`config.mk`:
```
export PLATFORM = sky130hd
export DESIGN_NAME = seq_detect_ctrl_flat
export DESIGN_NICKNAME = d
export VERILOG_FILES = /design/src/rtl/seq_detect_ctrl_if.sv /design/src/rtl/seq_detect_ctrl.sv /design/src/flat_wrapper.sv
export SDC_FILE = /design/constraint.sdc
export NUM_CORES = 1
export LEC_CHECK = 0
export ABC_AREA = 1
export BUFFER_PORTS_ARGS = -buffer_cell sky130_fd_sc_hd__buf_2
export CAP_MARGIN = 20
export CORE_MARGIN = 2
export CORE_UTILIZATION = 45
export DETAILED_ROUTE_END_ITERATION = 8
export MAX_ROUTING_LAYER = met4
export PLACE_DENSITY = 0.66
export SKIP_LAST_GASP = 1
export SLEW_MARGIN = 20
export SYNTH_ARGS = -nofsm -noshare
export SYNTH_HDL_FRONTEND = slang
export SYNTH_SLANG_ARGS = --single-unit
export TNS_END_PERCENT = 1
```
`constraint.sdc`:
```
create_clock -name clk -period 2.4 [get_ports clk]
set_input_delay 0 -clock clk [delete_from_list [all_inputs] [get_ports clk]]
set_output_delay 0 -clock clk [all_outputs]
set_load 0.005 [all_outputs]
```
`src/rtl/seq_detect_ctrl_if.sv`:
```
// Command, config, serial-data and status bundle for seq_detect_ctrl.
// The master side (software or the bench) drives commands; the slave side is the controller.
interface seq_detect_ctrl_if #(
    parameter int PAT_W = 4,
    parameter int CNT_W = 8
);
    logic             cfg_we;
    logic [PAT_W-1:0] cfg_pattern;
    logic             cfg_overlap;
    logic [CNT_W-1:0] cfg_target;
    logic             start;
    logic             abort;
    logic             din;
    logic             din_valid;
    logic             busy;
    logic             match;
    logic [CNT_W-1:0] match_count;
    logic             done;

    modport master (
        output cfg_we, cfg_pattern, cfg_overlap, cfg_target,
        output start, abort, din, din_valid,
        input  busy, match, match_count, done
    );

    modport slave (
        input  cfg_we, cfg_pattern, cfg_overlap, cfg_target,
        input  start, abort, din, din_valid,
        output busy, match, match_count, done
    );
endinterface

```
`src/rtl/seq_detect_ctrl.sv`:
```
// Programmable serial pattern detector: shifts qualified bits into a history window,
// pulses match on each hit, keeps a saturating count and finishes after a target count.
module seq_detect_ctrl #(
    parameter int PAT_W = 4,
    parameter int CNT_W = 8
) (
    input  logic             clk,
    input  logic             reset,
    seq_detect_ctrl_if.slave bus
);
    localparam int FW = $clog2(PAT_W + 1);
    localparam logic [FW-1:0] FULL = FW'(PAT_W);

    typedef enum logic [1:0] {IDLE, ARMED, DONE} state_t;

    state_t           state, state_n;
    logic [PAT_W-1:0] pattern, pattern_n;
    logic             overlap, overlap_n;
    logic [CNT_W-1:0] target, target_n;
    logic [PAT_W-1:0] history, history_n;
    logic [FW-1:0]    fill, fill_n;
    logic             match, match_n;
    logic [CNT_W-1:0] count, count_n;

    logic [PAT_W-1:0] hist_shift;
    logic [FW-1:0]    fill_inc;
    logic [CNT_W-1:0] cnt_inc;
    logic             hit;

    assign hist_shift = {history[PAT_W-2:0], bus.din};
    assign fill_inc   = (fill == FULL) ? FULL : fill + 1'b1;
    assign cnt_inc    = (&count) ? count : count + 1'b1;
    assign hit        = (fill_inc == FULL) && (hist_shift == pattern);

    always_comb begin
        state_n   = state;
        pattern_n = pattern;
        overlap_n = overlap;
        target_n  = target;
        history_n = history;
        fill_n    = fill;
        match_n   = 1'b0;
        count_n   = count;
        // abort outranks start and any same-cycle hit; the count survives it
        if (bus.abort) begin
            state_n = IDLE;
        end else begin
            case (state)
                IDLE: begin
                    if (bus.cfg_we) begin
                        pattern_n = bus.cfg_pattern;
                        overlap_n = bus.cfg_overlap;
                        target_n  = bus.cfg_target;
                    end
                    if (bus.start) begin
                        state_n   = ARMED;
                        history_n = '0;
                        fill_n    = '0;
                        count_n   = '0;
                    end
                end
                ARMED: begin
                    if (bus.din_valid) begin
                        history_n = hist_shift;
                        fill_n    = fill_inc;
                        if (hit) begin
                            match_n = 1'b1;
                            count_n = cnt_inc;
                            if (!overlap) fill_n = '0;
                            if ((target != '0) && (cnt_inc == target)) state_n = DONE;
                        end
                    end
                end
                DONE: begin
                    if (bus.start) begin
                        state_n   = ARMED;
                        history_n = '0;
                        fill_n    = '0;
                        count_n   = '0;
                    end
                end
                default: state_n = IDLE;
            endcase
        end
    end

    always_ff @(posedge clk or negedge reset) begin
        if (!reset) begin
            state   <= IDLE;
            pattern <= '0;
            overlap <= 1'b1;
            target  <= CNT_W'(1);
            history <= '0;
            fill    <= '0;
            match   <= 1'b0;
            count   <= '0;
        end else begin
            state   <= state_n;
            pattern <= pattern_n;
            overlap <= overlap_n;
            target  <= target_n;
            history <= history_n;
            fill    <= fill_n;
            match   <= match_n;
            count   <= count_n;
        end
    end

    assign bus.busy        = (state == ARMED);
    assign bus.done        = (state == DONE);
    assign bus.match       = match;
    assign bus.match_count = count;
endmodule

```
`src/flat_wrapper.sv`:
```
// flat-port wrapper written by rule: the top's interface ports become plain ports
module seq_detect_ctrl_flat 
#(
    parameter int PAT_W = 4,
    parameter int CNT_W = 8
)
  (clk, reset, bus_cfg_we, bus_cfg_pattern, bus_cfg_overlap, bus_cfg_target, bus_start, bus_abort, bus_din, bus_din_valid, bus_busy, bus_match, bus_match_count, bus_done);
  seq_detect_ctrl_if #(.PAT_W(PAT_W), .CNT_W(CNT_W)) bus_i ();
  input  logic clk;
  input  logic reset;
  input wire logic [$bits(bus_i.cfg_we)-1:0] bus_cfg_we;
  input wire logic [$bits(bus_i.cfg_pattern)-1:0] bus_cfg_pattern;
  input wire logic [$bits(bus_i.cfg_overlap)-1:0] bus_cfg_overlap;
  input wire logic [$bits(bus_i.cfg_target)-1:0] bus_cfg_target;
  input wire logic [$bits(bus_i.start)-1:0] bus_start;
  input wire logic [$bits(bus_i.abort)-1:0] bus_abort;
  input wire logic [$bits(bus_i.din)-1:0] bus_din;
  input wire logic [$bits(bus_i.din_valid)-1:0] bus_din_valid;
  output wire logic [$bits(bus_i.busy)-1:0] bus_busy;
  output wire logic [$bits(bus_i.match)-1:0] bus_match;
  output wire logic [$bits(bus_i.match_count)-1:0] bus_match_count;
  output wire logic [$bits(bus_i.done)-1:0] bus_done;
  assign bus_i.cfg_we = bus_cfg_we;
  assign bus_i.cfg_pattern = bus_cfg_pattern;
  assign bus_i.cfg_overlap = bus_cfg_overlap;
  assign bus_i.cfg_target = bus_cfg_target;
  assign bus_i.start = bus_start;
  assign bus_i.abort = bus_abort;
  assign bus_i.din = bus_din;
  assign bus_i.din_valid = bus_din_valid;
  assign bus_busy = bus_i.busy;
  assign bus_match = bus_i.match;
  assign bus_match_count = bus_i.match_count;
  assign bus_done = bus_i.done;
  seq_detect_ctrl #(.PAT_W(PAT_W), .CNT_W(CNT_W)) u_core (.clk(clk), .reset(reset), .bus(bus_i));
endmodule
```
==> run_results.csv <==
group,metric,value,unit
floorplan,rows,23,
cts,path_clk_slew,70,ps
floorplan,pin_count,31,
logic_synthesis,syn_avg_cell_area,7.23,um2
timing,tightest_slew,684,ps
outcome,status,"completed",
route,drt-total-wl,4.10,mm
grt,grt_pass1_wl,6.85,mm
route,num_vias,1702,
placement,place.gp.congestion,0.810,
cts,cts_buffers,5,
critical_path,crit_arrival,2150,ps
cts,clk_latency,290,ps
critical_path,crit_type,"reg -> reg",
timing,hold_viol,0,
final_layout,layout_common_cells,"nand2_1 (60), inv_1 (37), nand3_1 (32)",
critical_path,start_kind,"flop",
final_layout,fill_cells,381,
final_layout,finalNetCount,323,
flow_run,drv_cap,0,
timing,period_minus_slack,1970,ps
route,drt-initial-drc-count,88,
final_layout,layout_commonest_cell,"nand2_1",
critical_path,end_kind,"flop",
placement,io_buffers,30,
grt,grt-ovfl-total,0,
power,total_power,2.02,mW
timing,report.final.setup_viol,0,
critical_path,required,2590,ps
timing,fmax,509,MHz
final_layout,antennaDiodeCount,0,
floorplan,die_w,67.4,um
final_layout,finish.utilization,57.4,%
timing,period_share,81.9,%
placement,dp_hpwl,2.91,mm
floorplan,initial_core_util,45.8,%
logic_synthesis,seq_area_frac_synth,41.7,%
logic_synthesis,ys_seq_elements,30,
final_layout,area.growth.synth_to_final,25.3,%
timing,slew-limit-headroom,54.3,%
timing,slew_violations,0,
grt,antenna_found_initial,0,
route,wl_per_cell,11.7,um
logic_synthesis,netlist_area,1810,um2
power,cellPowerDensity,893,nW/um2
cts,cts_tree,"built",
cts,h-tree-depth,2,
cts,ctsResizeCount,0,
route,antenna_left,0,
timing,timing.hold.ws,38.8,ps
cts,cts_buffer_depth,2,
power,p_leak,1.19,nW
timing,setup_tns,0,ps
floorplan,coreArea,3940,um2
final_layout,drive_gt1_share,18.6,%
route,drc,0,
floorplan,die_area,4540,um2
logic_synthesis,netlist_instances,250,
cts,cts.sinks,30,
logic_synthesis,synth_nets,273,
logic_synthesis,ys.warnings.count,0,
cts,root_buffer,"clkbuf_8",
route,via_per_inst,4.85,
cts,post-cts-setup-buffers,0,
critical_path,path_max_fanout,9,
timing,rsz0062_at_grt,"no",
grt,grt_pass1_vias,1591,
power,ir_drop,409,uV
route,firstDrtPassIters,4,
grt,grt_usage,21.0,%
timing,skew,9.66,ps
hold_path,holdCritPathClass,"in -> reg",
floorplan,die_h,67.4,um
grt,grt_max_degree,31,
logic_synthesis,synthDistinctLibCells,30,
registers in the layout (all words and copies together), names as in the netlist:
signal                  count
u_core.overlap              1
u_core.target               8
u_core.fill                 3
u_core.bus.match_count      8
u_core.history              3
u_core.state                2
u_core.bus.match            1
u_core.pattern              4
stage by stage:
step,setup slack [ps],area [um2],cells
floorplan,691,1810,250
global placement,442,2010,327
detailed placement,406,2010,327
CTS,391,2260,351
global route,210,2260,351
finish,435,2260,351
final timing paths:
check | from | endpoint | slack, ps | depth (start not counted)
max | u_core.bus.match_count[1] | u_core.state[1] | 430 | 13
min | bus_abort | u_core.bus.match | 40 | 4
max reg2reg | u_core.bus.match_count[1] | u_core.state[1] | 430 | 13
min reg2reg | u_core.target[0] | u_core.target[0] | 530 | 2
max in group asynchronous | reset | u_core.history[1] | 1670 | 2
min in group asynchronous | reset | u_core.target[6] | 280 | 2
critical path, stage by stage (launching register included):
cell and delay, ps:
dfrtp_1 440, ha_1 260, nand2_2 140, nor2_4 160, nand2_4 110, nand2_4 90, xor2_2 120, nand3_1 80
nor2_1 130, nand2_1 90, nand2_2 80, nand2_1 70, nand2_1 60, nand2_1 40
cells by family (layout without fill, tap and decap cells):
kind of cell             after synthesis  after routing  share of synthesized area [%]
AND/OR/NAND/NOR                      132            132                           33.0
buffers and inverters                 45             96                           9.69
AO/OA/AOI/OAI                         36             36                           11.1
flip-flops                            30             30                           41.7
adder cells (fa/ha/maj)                3              3                           2.08
XOR/XNOR                               3              3                           1.87
multiplexers                           1              1                          0.623
cell type report:
type / count / area [um2] / area share, %
multi-input combinational: 175 / 878 / 38.8
sequential: 30 / 753 / 33.3
timing repair buffer: 49 / 333 / 14.7
inverter: 39 / 146 / 6.46
clock buffer: 7 / 86.3 / 3.81
tap: 50 / 62.6 / 2.76
clock inverter: 1 / 5.00 / 0.221
layer usage:
layer	vias to the layer above	track usage, %	wire (um)
met4	0	7.65	31
met5	-	-	0
met2	27	35.8	2060
li1	896	-	-
met1	775	24.3	1890
met3	4	4.50	120
cell usage after synthesis (all sizes together):
cell type   n  area share, %
ha          3            2.1
xnor2       1           0.48
inv        38            7.9
o22ai       5            1.7
a211oi      1           0.69
o21ai      15            4.2
nand3      32            8.9
a21boi      1           0.62
mux2        1           0.62
xor2        2            1.4
dfstp       2            2.9
dfrtp      28             39
or2         1           0.35
a21oi      14            3.9
nand4       3            1.0
nand2      65             15
clkinv      1           0.21
nor2       30            7.7
buf         3           0.97
clkbuf      3           0.62
nor3        1           0.28
timing repair:
action / 4_1_cts / 5_1_grt
endpoints found under the setup margin: 0 / 0
hold endpoints to repair: 43 / 0
hold buffers: 16 / 0
report_power, final:
part	internal [mW]	switching (mW)
Clock	0.231	0.195
Sequential	0.684	0.108
Combinational	0.313	0.490
Total	1.23	0.793
No activity file was read; power rests on OpenSTA's default activity.
